==> src/rtl/vga_pattern_gen.sv <==
// VGA timing generator with four selectable test patterns.
// Mode and colour are latched only at frame boundaries so a frame is never torn.
module vga_pattern_gen #(
  parameter int CW       = 4,
  parameter int H_ACT    = 640,
  parameter int H_FP     = 16,
  parameter int H_SYNC   = 96,
  parameter int H_BP     = 48,
  parameter int V_ACT    = 480,
  parameter int V_FP     = 10,
  parameter int V_SYNC   = 2,
  parameter int V_BP     = 33,
  parameter int CLK_DIV  = 4,
  parameter int CHK_LOG2 = 5
) (
  input  logic            clk,
  input  logic            reset,
  input  logic [1:0]      mode,
  input  logic [3*CW-1:0] color,
  output logic            hsync,
  output logic            vsync,
  output logic            active,
  output logic [9:0]      x,
  output logic [9:0]      y,
  output logic            frame_start,
  output logic [3*CW-1:0] rgb
);

  localparam int              DW       = (CLK_DIV > 1) ? $clog2(CLK_DIV) : 1;
  localparam logic [DW-1:0]   DIV_LAST = DW'(CLK_DIV - 1);
  localparam logic [9:0]      H_LAST   = 10'(H_ACT + H_FP + H_SYNC + H_BP - 1);
  localparam logic [9:0]      V_LAST   = 10'(V_ACT + V_FP + V_SYNC + V_BP - 1);
  localparam logic [9:0]      H_ACT_L  = 10'(H_ACT);
  localparam logic [9:0]      V_ACT_L  = 10'(V_ACT);
  localparam logic [9:0]      HS_BEG   = 10'(H_ACT + H_FP);
  localparam logic [9:0]      HS_END   = 10'(H_ACT + H_FP + H_SYNC - 1);
  localparam logic [9:0]      VS_BEG   = 10'(V_ACT + V_FP);
  localparam logic [9:0]      VS_END   = 10'(V_ACT + V_FP + V_SYNC - 1);
  localparam logic [9:0]      POS_MAX  = 10'(H_ACT - 16);
  localparam int              BAR_W    = H_ACT / 8;

  logic [DW-1:0]   r_div;
  logic            r_started;
  logic [9:0]      r_h;
  logic [9:0]      r_v;
  logic [9:0]      r_pos;
  logic [1:0]      r_mode;
  logic [3*CW-1:0] r_color;
  logic            r_hsync;
  logic            r_vsync;
  logic            r_active;
  logic [9:0]      r_x;
  logic [9:0]      r_y;
  logic            r_frame_start;
  logic [3*CW-1:0] r_rgb;

  logic            w_tick;
  logic            w_h_last;
  logic            w_v_last;
  logic            w_reload;
  logic            w_active;
  logic [9:0]      w_pos_step;
  logic [7:1]      w_ge;
  logic [2:0]      w_bar;
  logic [3*CW-1:0] w_pix;

  assign w_tick     = (r_div == DIV_LAST);
  assign w_h_last   = (r_h == H_LAST);
  assign w_v_last   = (r_v == V_LAST);
  assign w_reload   = w_tick && r_started && w_h_last && w_v_last;
  assign w_active   = (r_h < H_ACT_L) && (r_v < V_ACT_L);
  assign w_pos_step = r_pos + 10'd4;

  // Bar index from seven column thresholds instead of a divider.
  for (genvar gi = 1; gi < 8; gi++) begin : g_bar_cmp
    assign w_ge[gi] = (r_h >= 10'(gi * BAR_W));
  end

  always_comb begin
    w_bar = '0;
    for (int k = 1; k < 8; k++) begin
      w_bar = w_bar + {2'b00, w_ge[k]};
    end
  end

  always_comb begin
    w_pix = r_color;
    case (r_mode)
      2'd0: w_pix = r_color;
      2'd1: w_pix = {{CW{w_bar[2]}}, {CW{w_bar[1]}}, {CW{w_bar[0]}}};
      2'd2: w_pix = (r_h[CHK_LOG2] ^ r_v[CHK_LOG2]) ? r_color : ~r_color;
      2'd3: w_pix = ((r_h >= r_pos) && (r_h <= r_pos + 10'd15)) ? r_color : '0;
      default: w_pix = r_color;
    endcase
  end

  // The first tick after reset only arms scanning, so pixel (0,0) starts there.
  always_ff @(posedge clk or posedge reset) begin
    if (reset) begin
      r_div         <= '0;
      r_started     <= 1'b0;
      r_h           <= '0;
      r_v           <= '0;
      r_pos         <= '0;
      r_mode        <= '0;
      r_color       <= '0;
      r_hsync       <= 1'b1;
      r_vsync       <= 1'b1;
      r_active      <= 1'b0;
      r_x           <= '0;
      r_y           <= '0;
      r_frame_start <= 1'b0;
      r_rgb         <= '0;
    end else begin
      r_div <= w_tick ? '0 : r_div + DW'(1);
      if (w_tick) begin
        r_started <= 1'b1;
        if (r_started) begin
          if (w_h_last) begin
            r_h <= '0;
            r_v <= w_v_last ? 10'd0 : r_v + 10'd1;
          end else begin
            r_h <= r_h + 10'd1;
          end
        end
      end
      // Bar position steps with the mode of the frame that just ended.
      if (w_reload) begin
        r_mode  <= mode;
        r_color <= color;
        if (r_mode == 2'd3) begin
          r_pos <= (w_pos_step > POS_MAX) ? 10'd0 : w_pos_step;
        end
      end
      r_hsync       <= !((r_h >= HS_BEG) && (r_h <= HS_END));
      r_vsync       <= !((r_v >= VS_BEG) && (r_v <= VS_END));
      r_active      <= w_active;
      r_x           <= r_h;
      r_y           <= r_v;
      r_frame_start <= r_started && (r_div == '0) && (r_h == '0) && (r_v == '0);
      r_rgb         <= w_active ? w_pix : '0;
    end
  end

  assign hsync       = r_hsync;
  assign vsync       = r_vsync;
  assign active      = r_active;
  assign x           = r_x;
  assign y           = r_y;
  assign frame_start = r_frame_start;
  assign rgb         = r_rgb;

endmodule
==> config.mk <==
export PLATFORM = sky130hd
export DESIGN_NAME = vga_pattern_gen
export DESIGN_NICKNAME = d
export VERILOG_FILES = /design/src/rtl/vga_pattern_gen.sv
export SDC_FILE = /design/constraint.sdc
export NUM_CORES = 1
export LEC_CHECK = 0
export ABC_AREA = 1
export CAP_MARGIN = 10
export CORE_UTILIZATION = 30
export CTS_BUF_LIST = sky130_fd_sc_hd__clkbuf_2
export DETAILED_ROUTE_END_ITERATION = 12
export SLEW_MARGIN = 5
export SYNTH_ARGS = -nofsm -noshare
export SYNTH_HDL_FRONTEND = slang
export SYNTH_SLANG_ARGS = --single-unit
==> constraint.sdc <==
create_clock -name clk -period 2.9 [get_ports clk]
set_input_delay 0.29 -clock clk [delete_from_list [all_inputs] [get_ports clk]]
set_output_delay 0.29 -clock clk [all_outputs]
set_load 0.1 [all_outputs]
==> results.sh <==
export IMPL_synth_top_area_frac=0.434
export IMPL_r2r_cells=12
export IMPL_ir_drop_mv=0.119
export IMPL_ios=52
export IMPL_synth_nets=625
export IMPL_drt_iter0_markers=280
export IMPL_whs_ns=0.0535
export IMPL_first_pass_iters=6
export IMPL_start_util=0.311
export IMPL_cts_root_buf="clkbuf_2"
export IMPL_core_area_sq_um=14600
export IMPL_placed_cells=821
export IMPL_netlist_instances=578
export IMPL_worstSetupStartpointType="flop"
export IMPL_setup_violations=7
export IMPL_place_area_sq_um=5330
export IMPL_violations="setup timing"
export IMPL_synth_flop_cell="dfrtp_1"
export IMPL_leakage_nw=2.79
export IMPL_p_per_area_nw_per_um2=308
export IMPL_status="finished, violations left"
export IMPL_synth_edf_count=0
export IMPL_die_area_sq_um=15700
export IMPL_place_gp_congestion=0.883
export IMPL_min_period_ns=2.99
export IMPL_final_util=0.375
export IMPL_regToRegSetupSlack_ns=-0.09
export IMPL_p_total_mw=1.69
export IMPL_final_area_sq_um=5490
export IMPL_post_place_ws_ns=-0.0660
export IMPL_syn_avg_cell_area_sq_um=7.88
export IMPL_skew_ns=0.0432
export IMPL_clk_pin_slew_ns=0.23
export IMPL_reg2reg_to="rgb[6]"
export IMPL_grt_pass1_wl_microns=18900
export IMPL_fmax_mhz=335
export IMPL_crit_end="rgb[6]"
export IMPL_ys_warn_count=0
export IMPL_groute_usage_overall=0.154
export IMPL_register_area_sq_um=2030
export IMPL_cp_required_ns=3.36
export IMPL_slew_viol_final=0
export IMPL_final_antenna_net_count=0
export IMPL_crit_arrival_ns=3.45
export IMPL_die_h_microns=125
export IMPL_fin_nets=701
export IMPL_synthArstFlopShare=1.00
export IMPL_critPathMaxFanout=4
export IMPL_core_rowCount=44
export IMPL_clk_latency_ns=0.60
export IMPL_multi_input_area_sq_um=2230
export IMPL_yosys_area_top_type="dfrtp_1"
export IMPL_fill_cells=1511
export IMPL_die_w_microns=125
export IMPL_rsz0062_at_grt="true"
export IMPL_cts_tree="yes"
export IMPL_cts_buffers=9
export IMPL_startpoint="r_h[5]"
export IMPL_drive_above_1_share=0.179
export IMPL_grt_pass1_vias=4033
export IMPL_final_cells=844
export IMPL_end_kind="flop"
export IMPL_worst_slew_margin_rel=0.380
export IMPL_maxCapViolCount=0
export IMPL_viasPerCell=4.71
export IMPL_synthToLayoutAreaGrowth_pct=20.6
export IMPL_grt_overflow_total=0
export IMPL_htreeDepth=3
export IMPL_fin_crit_sh=1.03
export IMPL_reg2reg_from="r_h[5]"
export IMPL_tightest_slew_ns=0.926
export IMPL_grt_max_degree=45
export IMPL_dpl_hpwl_microns=8040
export IMPL_wl_per_cell_microns=13.2
export IMPL_setup_tns_final_ns=-0.241
export IMPL_netlist_area_sq_um=4550
export IMPL_routed_wl_microns=11200
export IMPL_min_path_type="in -> async"
export IMPL_vias=3978
export IMPL_ys_ff_latch=81
export IMPL_route_detailed_drc=0
export IMPL_clk_path_buf_depth=2
export IMPL_synth_distinct_cells=36
export IMPL_antenna_found_initial=1
export IMPL_path_class="reg -> reg"
export IMPL_hold_viol=0
export IMPL_io_buffers=51
export IMPL_synth_area_leaders="dfrtp_1 (43%), nand2_1 (14%), ha_1 (7.4%), inv_1 (5.8%), nand3_1 (5.3%)"
export IMPL_cts_sinks=81
export IMPL_setup_slack_ns=-0.0881
export IMPL_ys_seq_area_frac=0.446
critical path: stages (launching register included):
cell and delay [ns]:
dfrtp_2 0.47, nor2_4 0.05, o21ai_2 0.13, nor2_2 0.06
fa_1 0.54, fa_1 0.43, fa_2 0.35, fa_1 0.48
nand2_1 0.07, nand2_2 0.10, nand2_1 0.06, inv_1 0.06
a21oi_1 0.06
sequential cells by signal (all words and copies together) (netlist names):
signal / flops
frame_start: 1
r_color: 12
vsync: 1
r_h: 10
hsync: 1
r_mode: 2
r_v: 10
r_pos: 8
active: 1
x: 10
r_started: 1
y: 10
r_div: 2
rgb: 12
where the power goes:
part | leakage, nW | total [mW] | internal, mW | switching [mW]
combinational | 1.79 | 0.0457 | 0.0204 | 0.0253
clock | 0.0587 | 0.515 | 0.117 | 0.397
sequential | 0.937 | 1.13 | 1.13 | 0
cell usage after synthesis (3+ instances only):
master,n
a21oi_1,21
buf_2,5
clkbuf_1,5
dfrtp_1,79
fa_1,4
ha_1,27
inv_1,70
inv_2,6
nand2_1,168
nand2_2,3
nand3_1,48
nand4_1,7
nor2_1,56
nor2_2,3
nor2_4,3
nor3_1,7
o21ai_0,30
xor2_1,12
cell usage in the layout (no fill, tap or decap), types with 12 or more instances in the layout:
| cell type | Yosys | layout |
|---|---|---|
| nand2_1 | 168 | 165 |
| dfrtp_1 | 79 | 75 |
| inv_1 | 70 | 66 |
| buf_4 | 1 | 61 |
| nor2_1 | 56 | 54 |
| nand3_1 | 48 | 48 |
| o21ai_0 | 30 | 28 |
| ha_1 | 27 | 27 |
| a21oi_1 | 21 | 19 |
| clkdlybuf4s50_1 | 0 | 15 |
| xor2_1 | 12 | 12 |
| clkbuf_2 | 0 | 12 |
logic make-up after synthesis:
group	share of synthesized area
DFF	0.446
adders and majority gates	0.0918
xor gates and xnor gates	0.0269
buffers and inverters	0.0772
and+or+nand+nor	0.295
AOI/OAI and AO/OA	0.0635
layer usage:
metal	GRT usage	vias to the layer above	share of wire	wire (microns)
li1	-	1977	-	-
met3	0.0295	25	0.043	486
met4	0.0846	0	0.023	258
met1	0.185	1891	0.44	4960
met5	0	-	0	0
met2	0.259	85	0.49	5480
how the worst min path moves through the flow:
| stage | start | to | slack (ns) |
|---|---|---|---|
| floorplan | r_v[5] | y[5] | 0.35 |
| global placement | r_v[9] | y[9] | 0.39 |
| detailed placement | r_v[9] | y[9] | 0.39 |
| CTS | reset | r_v[3] | 0.06 |
| global route | reset | y[2] | 0.07 |
| finish | reset | y[2] | 0.05 |
what timing repair did:
action,CTS,global route
resized for setup,2,6
hold buffers,0,0
buffers inserted,5,1
endpoints found under the hold margin,0,0
pin swaps,6,2
setup endpoints to repair,8,12
final cells by class:
type / count / share of cell area
Multi-Input combinational cell: 408 / 0.405
Sequential cell: 81 / 0.370
Timing Repair Buffer: 77 / 0.114
Inverter: 77 / 0.0529
Tap cell: 184 / 0.0419
Clock buffer: 12 / 0.0109
Clock inverter: 4 / 0.00365
Antenna cell: 1 / 0.000456
Power figures use the tool's default switching activity.
